<file path="config.mk">
export PLATFORM = sky130hd
export DESIGN_NAME = serial_adder_ctrl_flat
export DESIGN_NICKNAME = d
export VERILOG_FILES = /design/src/rtl/serial_adder_ctrl_if.sv /design/src/rtl/serial_adder_ctrl.sv /design/src/flat_wrapper.sv
export SDC_FILE = /design/constraint.sdc
export NUM_CORES = 1
export LEC_CHECK = 0
export BUFFER_PORTS_ARGS = -buffer_cell sky130_fd_sc_hd__buf_2
export CAP_MARGIN = 10
export CORE_MARGIN = 5
export CORE_UTILIZATION = 34
export CTS_BUF_LIST = sky130_fd_sc_hd__clkbuf_8
export DETAILED_ROUTE_END_ITERATION = 10
export GPL_ROUTABILITY_DRIVEN = 1
export PLACE_DENSITY = 0.64
export SYNTH_ARGS = -nofsm -noshare
export SYNTH_HDL_FRONTEND = slang
export SYNTH_SLANG_ARGS = --single-unit
</file>
<file path="constraint.sdc">
create_clock -name i_clk -period 1.8 [get_ports i_clk]
set_input_delay 0 -clock i_clk [delete_from_list [all_inputs] [get_ports i_clk]]
set_output_delay 0 -clock i_clk [all_outputs]
set_load 0.02 [all_outputs]
</file>
<file path="src/rtl/serial_adder_ctrl_if.sv">
// Host-side handshake and operand/result bundle for serial_adder_ctrl.
// SERIAL_ADDER_SUB_EN adds the i_sub request qualifier.
interface serial_adder_ctrl_if #(
    parameter int unsigned WIDTH = 8
);
    logic             i_start;
    logic [WIDTH-1:0] i_a;
    logic [WIDTH-1:0] i_b;
    logic             i_c;
`ifdef SERIAL_ADDER_SUB_EN
    logic             i_sub;
`endif
    logic             o_ready;
    logic             o_done;
    logic [WIDTH-1:0] o_sum;
    logic             o_c;

    modport master (
`ifdef SERIAL_ADDER_SUB_EN
        output i_sub,
`endif
        output i_start,
        output i_a,
        output i_b,
        output i_c,
        input  o_ready,
        input  o_done,
        input  o_sum,
        input  o_c
    );

    modport slave (
`ifdef SERIAL_ADDER_SUB_EN
        input  i_sub,
`endif
        input  i_start,
        input  i_a,
        input  i_b,
        input  i_c,
        output o_ready,
        output o_done,
        output o_sum,
        output o_c
    );
endinterface

</file>
<file path="src/rtl/serial_adder_ctrl.sv">
// Bit-serial adder: one full-adder cell walks WIDTH-bit operands LSB first.
// Define SERIAL_ADDER_SUB_EN to enable subtraction via bus.i_sub.
module serial_adder_ctrl #(
    parameter int unsigned WIDTH = 8
) (
    input logic                i_clk,
    input logic                i_rst,
    serial_adder_ctrl_if.slave bus
);
    localparam int unsigned CntW = $clog2(WIDTH) + 1;
    localparam logic [CntW-1:0] LastCnt = CntW'(WIDTH - 1);

    typedef enum logic [1:0] {StIdle, StRun, StDone} state_e;

    if (WIDTH < 1 || WIDTH > 32) begin : g_bad_width
        $error("serial_adder_ctrl: WIDTH must be in 1..32");
    end

    state_e           state_q;
    logic [WIDTH-1:0] a_q;
    logic [WIDTH-1:0] b_q;
    logic             carry_q;
    logic [CntW-1:0]  cnt_q;
    logic [WIDTH-1:0] sum_q;
    logic             cout_q;
    logic             ready_q;
    logic             done_q;

    logic             cell_s;
    logic             cell_c;
    logic [WIDTH:0]   sum_shift;
    logic [WIDTH-1:0] b_load;
    logic             c_load;

    // Full-adder cell on the current LSBs and the running carry.
    always_comb begin
        cell_s    = a_q[0] ^ b_q[0] ^ carry_q;
        cell_c    = (a_q[0] & b_q[0]) | (carry_q & (a_q[0] ^ b_q[0]));
        sum_shift = {cell_s, sum_q};
    end

`ifdef SERIAL_ADDER_SUB_EN
    // Subtract as a + ~b + 1; o_c then reads as "no borrow".
    always_comb begin
        b_load = bus.i_sub ? ~bus.i_b : bus.i_b;
        c_load = bus.i_sub ? 1'b1 : bus.i_c;
    end
`else
    always_comb begin
        b_load = bus.i_b;
        c_load = bus.i_c;
    end
`endif

    always_ff @(posedge i_clk or posedge i_rst) begin
        if (i_rst) begin
            state_q <= StIdle;
            a_q     <= '0;
            b_q     <= '0;
            carry_q <= 1'b0;
            cnt_q   <= '0;
            sum_q   <= '0;
            cout_q  <= 1'b0;
            ready_q <= 1'b1;
            done_q  <= 1'b0;
        end else begin
            done_q <= 1'b0;
            unique case (state_q)
                StIdle: begin
                    if (bus.i_start) begin
                        a_q     <= bus.i_a;
                        b_q     <= b_load;
                        carry_q <= c_load;
                        cnt_q   <= '0;
                        sum_q   <= '0;
                        cout_q  <= 1'b0;
                        ready_q <= 1'b0;
                        state_q <= StRun;
                    end
                end
                StRun: begin
                    sum_q   <= sum_shift[WIDTH:1];
                    a_q     <= a_q >> 1;
                    b_q     <= b_q >> 1;
                    carry_q <= cell_c;
                    cnt_q   <= cnt_q + CntW'(1);
                    if (cnt_q == LastCnt) begin
                        cout_q  <= cell_c;
                        done_q  <= 1'b1;
                        state_q <= StDone;
                    end
                end
                StDone: begin
                    ready_q <= 1'b1;
                    state_q <= StIdle;
                end
                default: begin
                    ready_q <= 1'b1;
                    state_q <= StIdle;
                end
            endcase
        end
    end

    assign bus.o_ready = ready_q;
    assign bus.o_done  = done_q;
    assign bus.o_sum   = sum_q;
    assign bus.o_c     = cout_q;

    done_one_cycle: assert property (@(posedge i_clk) disable iff (i_rst) done_q |=> !done_q);
    ready_in_idle: assert property (@(posedge i_clk) disable iff (i_rst)
                                    ready_q == (state_q == StIdle));
endmodule
</file>
<file path="src/flat_wrapper.sv">
// flat-port wrapper written by rule: the top's interface ports become plain ports
module serial_adder_ctrl_flat 
#(
    parameter int unsigned WIDTH = 8
)
  (i_clk, i_rst, bus_i_start, bus_i_a, bus_i_b, bus_i_c, bus_o_ready, bus_o_done, bus_o_sum, bus_o_c);
  serial_adder_ctrl_if #(.WIDTH(WIDTH)) bus_i ();
  input logic i_clk;
  input logic i_rst;
  input wire logic [$bits(bus_i.i_start)-1:0] bus_i_start;
  input wire logic [$bits(bus_i.i_a)-1:0] bus_i_a;
  input wire logic [$bits(bus_i.i_b)-1:0] bus_i_b;
  input wire logic [$bits(bus_i.i_c)-1:0] bus_i_c;
  output wire logic [$bits(bus_i.o_ready)-1:0] bus_o_ready;
  output wire logic [$bits(bus_i.o_done)-1:0] bus_o_done;
  output wire logic [$bits(bus_i.o_sum)-1:0] bus_o_sum;
  output wire logic [$bits(bus_i.o_c)-1:0] bus_o_c;
  assign bus_i.i_start = bus_i_start;
  assign bus_i.i_a = bus_i_a;
  assign bus_i.i_b = bus_i_b;
  assign bus_i.i_c = bus_i_c;
  assign bus_o_ready = bus_i.o_ready;
  assign bus_o_done = bus_i.o_done;
  assign bus_o_sum = bus_i.o_sum;
  assign bus_o_c = bus_i.o_c;
  serial_adder_ctrl #(.WIDTH(WIDTH)) u_core (.i_clk(i_clk), .i_rst(i_rst), .bus(bus_i));
endmodule
</file>
==> results.json <==
{
  "synth.distinct_cells": 28,
  "cp-start-kind": "flip-flop",
  "coreArea_um2": 4660,
  "wire_per_inst_um": 14.7,
  "cts-buffers-inserted": 5,
  "status": "finished, final reports clean",
  "gr-usage-met3_pct": 3.40,
  "slew_violations": 0,
  "period_share_pct": 82.9,
  "fp-row-count": 25,
  "worstSetupPathType": "reg2reg",
  "cts_root_buffer": "clkbuf_8",
  "gp_congestion": 0.707,
  "ys_ff_latch": 34,
  "leakage_uw": 0.000943,
  "nets": 215,
  "fin_cells": 248,
  "clk_latency_ns": 0.28,
  "yosys.area.top_type": "dfrtp_1",
  "die_width_um": 78.7,
  "tns_ns": 0,
  "hold_end": "u_core.a_q[1]$_DFFE_PP0P_",
  "hold_violations": 0,
  "post_cts_buffers": 0,
  "syn_avg_cell_area_um2": 10.7,
  "grt_max_degree": 35,
  "portBuffers": 30,
  "grt_pass1_wl_mm": 6.22,
  "cts_tree": "done",
  "fin_util_pct": 42.9,
  "worst_slew_pin_slew_ns": 0.714,
  "r2r_cells": 4,
  "rsz0062_at_grt": "no",
  "h-tree-depth": 2,
  "path_clk_slew_ns": 0.07,
  "syn_nets": 172,
  "synthToLayoutAreaGrowth_pct": 24.5,
  "reg2reg_slack_ns": 0.31,
  "grt_use_met2_pct": 18.5,
  "start_util_pct": 34.4,
  "hpwl_mm": 2.30,
  "synth_area_leaders": "dfrtp_1, a22oi_1, nor2b_1",
  "fin_crit_ns": 1.49,
  "multi_input_area_um2": 654,
  "via_per_inst": 5.26,
  "synth_top_area_share_pct": 51.4,
  "timing.rr.start": "u_core.state_q[1]$_DFFE_PP0P_",
  "worstReg2RegEnd": "u_core.bus.o_c$_DFFE_PP0P_",
  "n_antenna_cell": 0,
  "cp-end-kind": "flip-flop",
  "cap_violations": 0,
  "synth_area_um2": 1610,
  "grt_use_met1_pct": 17.2,
  "first_pass_iters": 4,
  "chipHeight_um": 78.7,
  "antenna_found_initial": 0,
  "synthCells": 150,
  "drt_iter0_drc": 67,
  "vias": 1304,
  "peakVddDrop_uv": 593,
  "cp.arrival_ns": 1.70,
  "max_freq_ghz": 0.670,
  "hold_path_depth": 3,
  "drtAntennaViolNets": 0,
  "min_path_type": "in2reg",
  "finalInstanceArea_um2": 2000,
  "finalSetupViolCount": 0,
  "power_density_nw_per_um2": 1570,
  "grt_use_total_pct": 12.8,
  "cp.required_ns": 2.01,
  "synth_seq_area_share_pct": 53.1,
  "hold_slack_ns": 0.00297,
  "final-seq-area_um2": 852,
  "yosysWarningCount": 0,
  "fillers": 462,
  "hp-start": "bus_i_a[1]",
  "drc": 0,
  "grt.busiest_layer": "met2",
  "grt_pass1_vias": 1283,
  "wl_mm": 3.66,
  "dieArea_um2": 6200,
  "crit_fanout": 23,
  "dp_cells": 227,
  "gr-total-overflow": 0,
  "dpl-instance-area_um2": 1770,
  "slew_headroom_pct": 52.2,
  "skew_ns": 0.00843,
  "io_pins": 31,
  "drive_above_1_share_pct": 24.2,
  "clock_tree.buffer_depth": 2,
  "clock_sinks": 34
}
[what timing repair did]
action                                  4_1_cts  5_1_grt
hold buffers                                 13        0
gates resized for setup                       0        1
endpoints found under the setup margin        0       15
hold endpoints to repair                     45        0
[synthesized netlist by cell type (all sizes together)]
cell	number
inv	6
nand2	7
ha	1
mux2	1
o311ai	1
buf	9
nor2	1
a21oi	15
a22oi	14
a22o	9
dfrtp	33
a21o	1
dfstp	1
and2b	1
nor2b	15
nand3b	1
fa	1
nand2b	2
o21bai	1
o211ai	1
a2bb2oi	4
o21ai	19
and3b	1
clkbuf	2
nand3	3
[where the power goes]
| part | total (uW) | internal (uW) | switching, uW |
|---|---|---|---|
| sequential | 1310 | 1070 | 243 |
| clock | 571 | 303 | 268 |
| combinational | 1260 | 561 | 701 |
| total | 3150 | 1930 | 1210 |
[stage by stage]
stage               power (uW)  setup WS (ns)
floorplan                 2290          0.611
global placement          2540          0.134
detailed placement        2580         0.0518
CTS                       3170         0.0340
global route              3400          0.169
finish                    3150          0.308
[registers in the layout, indices dropped and copies added, names as in the netlist]
name	cells
u_core.b_q	8
u_core.cnt_q	4
u_core.bus.o_done	1
u_core.state_q	2
u_core.bus.o_sum	8
u_core.a_q	8
u_core.bus.o_ready	1
u_core.bus.o_c	1
u_core.carry_q	1
[critical path, stage by stage (launching register included)]
cell and delay [ns]:
dfrtp_1 0.39, buf_4 0.22, and2b_4 0.47, nand2_1 0.16
o211ai_1 0.18
[worst max-delay path by stage]
stage | to | depth (start not counted) | slack [ns] | startpoint
after floorplan | u_core.cnt_q[2]$_DFFE_PP0P_ | 3 | 0.61 | u_core.cnt_q[0]$_DFFE_PP0P_
after global placement | u_core.b_q[5]$_DFFE_PP0P_ | 3 | 0.13 | u_core.state_q[1]$_DFFE_PP0P_
after detailed placement | u_core.b_q[3]$_DFFE_PP0P_ | 3 | 0.05 | u_core.state_q[1]$_DFFE_PP0P_
after CTS | u_core.b_q[3]$_DFFE_PP0P_ | 3 | 0.03 | u_core.state_q[1]$_DFFE_PP0P_
after global routing | u_core.bus.o_c$_DFFE_PP0P_ | 4 | 0.17 | u_core.state_q[1]$_DFFE_PP0P_
final | u_core.bus.o_c$_DFFE_PP0P_ | 4 | 0.31 | u_core.state_q[1]$_DFFE_PP0P_
[cell type report]
| type | count | share of cell area (%) |
|---|---|---|
| Clock buffer | 6 | 4.13 |
| Sequential cell | 34 | 42.6 |
| Tap cell | 54 | 3.38 |
| Clock inverter | 2 | 0.438 |
| Timing Repair Buffer | 47 | 15.5 |
| Multi-Input combinational cell | 99 | 32.7 |
| Inverter | 6 | 1.13 |
[logic make-up after synthesis]
group	after synthesis	share of synthesized area, %
buf+inv	17	6.31
simple gates	31	11.2
compound gates	65	26.4
mux	1	0.935
fa+ha+maj	2	2.03
flops	34	53.1
[placed cells by master, fill, tap and decap left out, drive strengths merged]
cell         synthesis  layout
a21o                 1       1
a21oi               15      15
a22o                 9       9
a22oi               14      14
a2bb2oi              4       4
and2b                1       1
and3b                1       1
buf                  9      34
clkbuf               2       6
clkinv               0       1
dfrtp               33      33
dfstp                1       1
dlygate4sd3          0      13
fa                   1       1
ha                   1       1
inv                  6       7
mux2                 1       1
nand2                7       7
nand2b               2       2
nand3                3       3
nand3b               1       1
nor2                 1       1
nor2b               15      15
o211ai               1       1
o21ai               19      19
o21bai               1       1
o311ai               1       1
[per-layer routing]
metal,up-vias,routed length (um)
met5,-,0
met4,0,79
met3,6,174
met2,34,1660
met1,638,1750
li1,626,-
No activity file was read; power rests on OpenSTA's default activity.
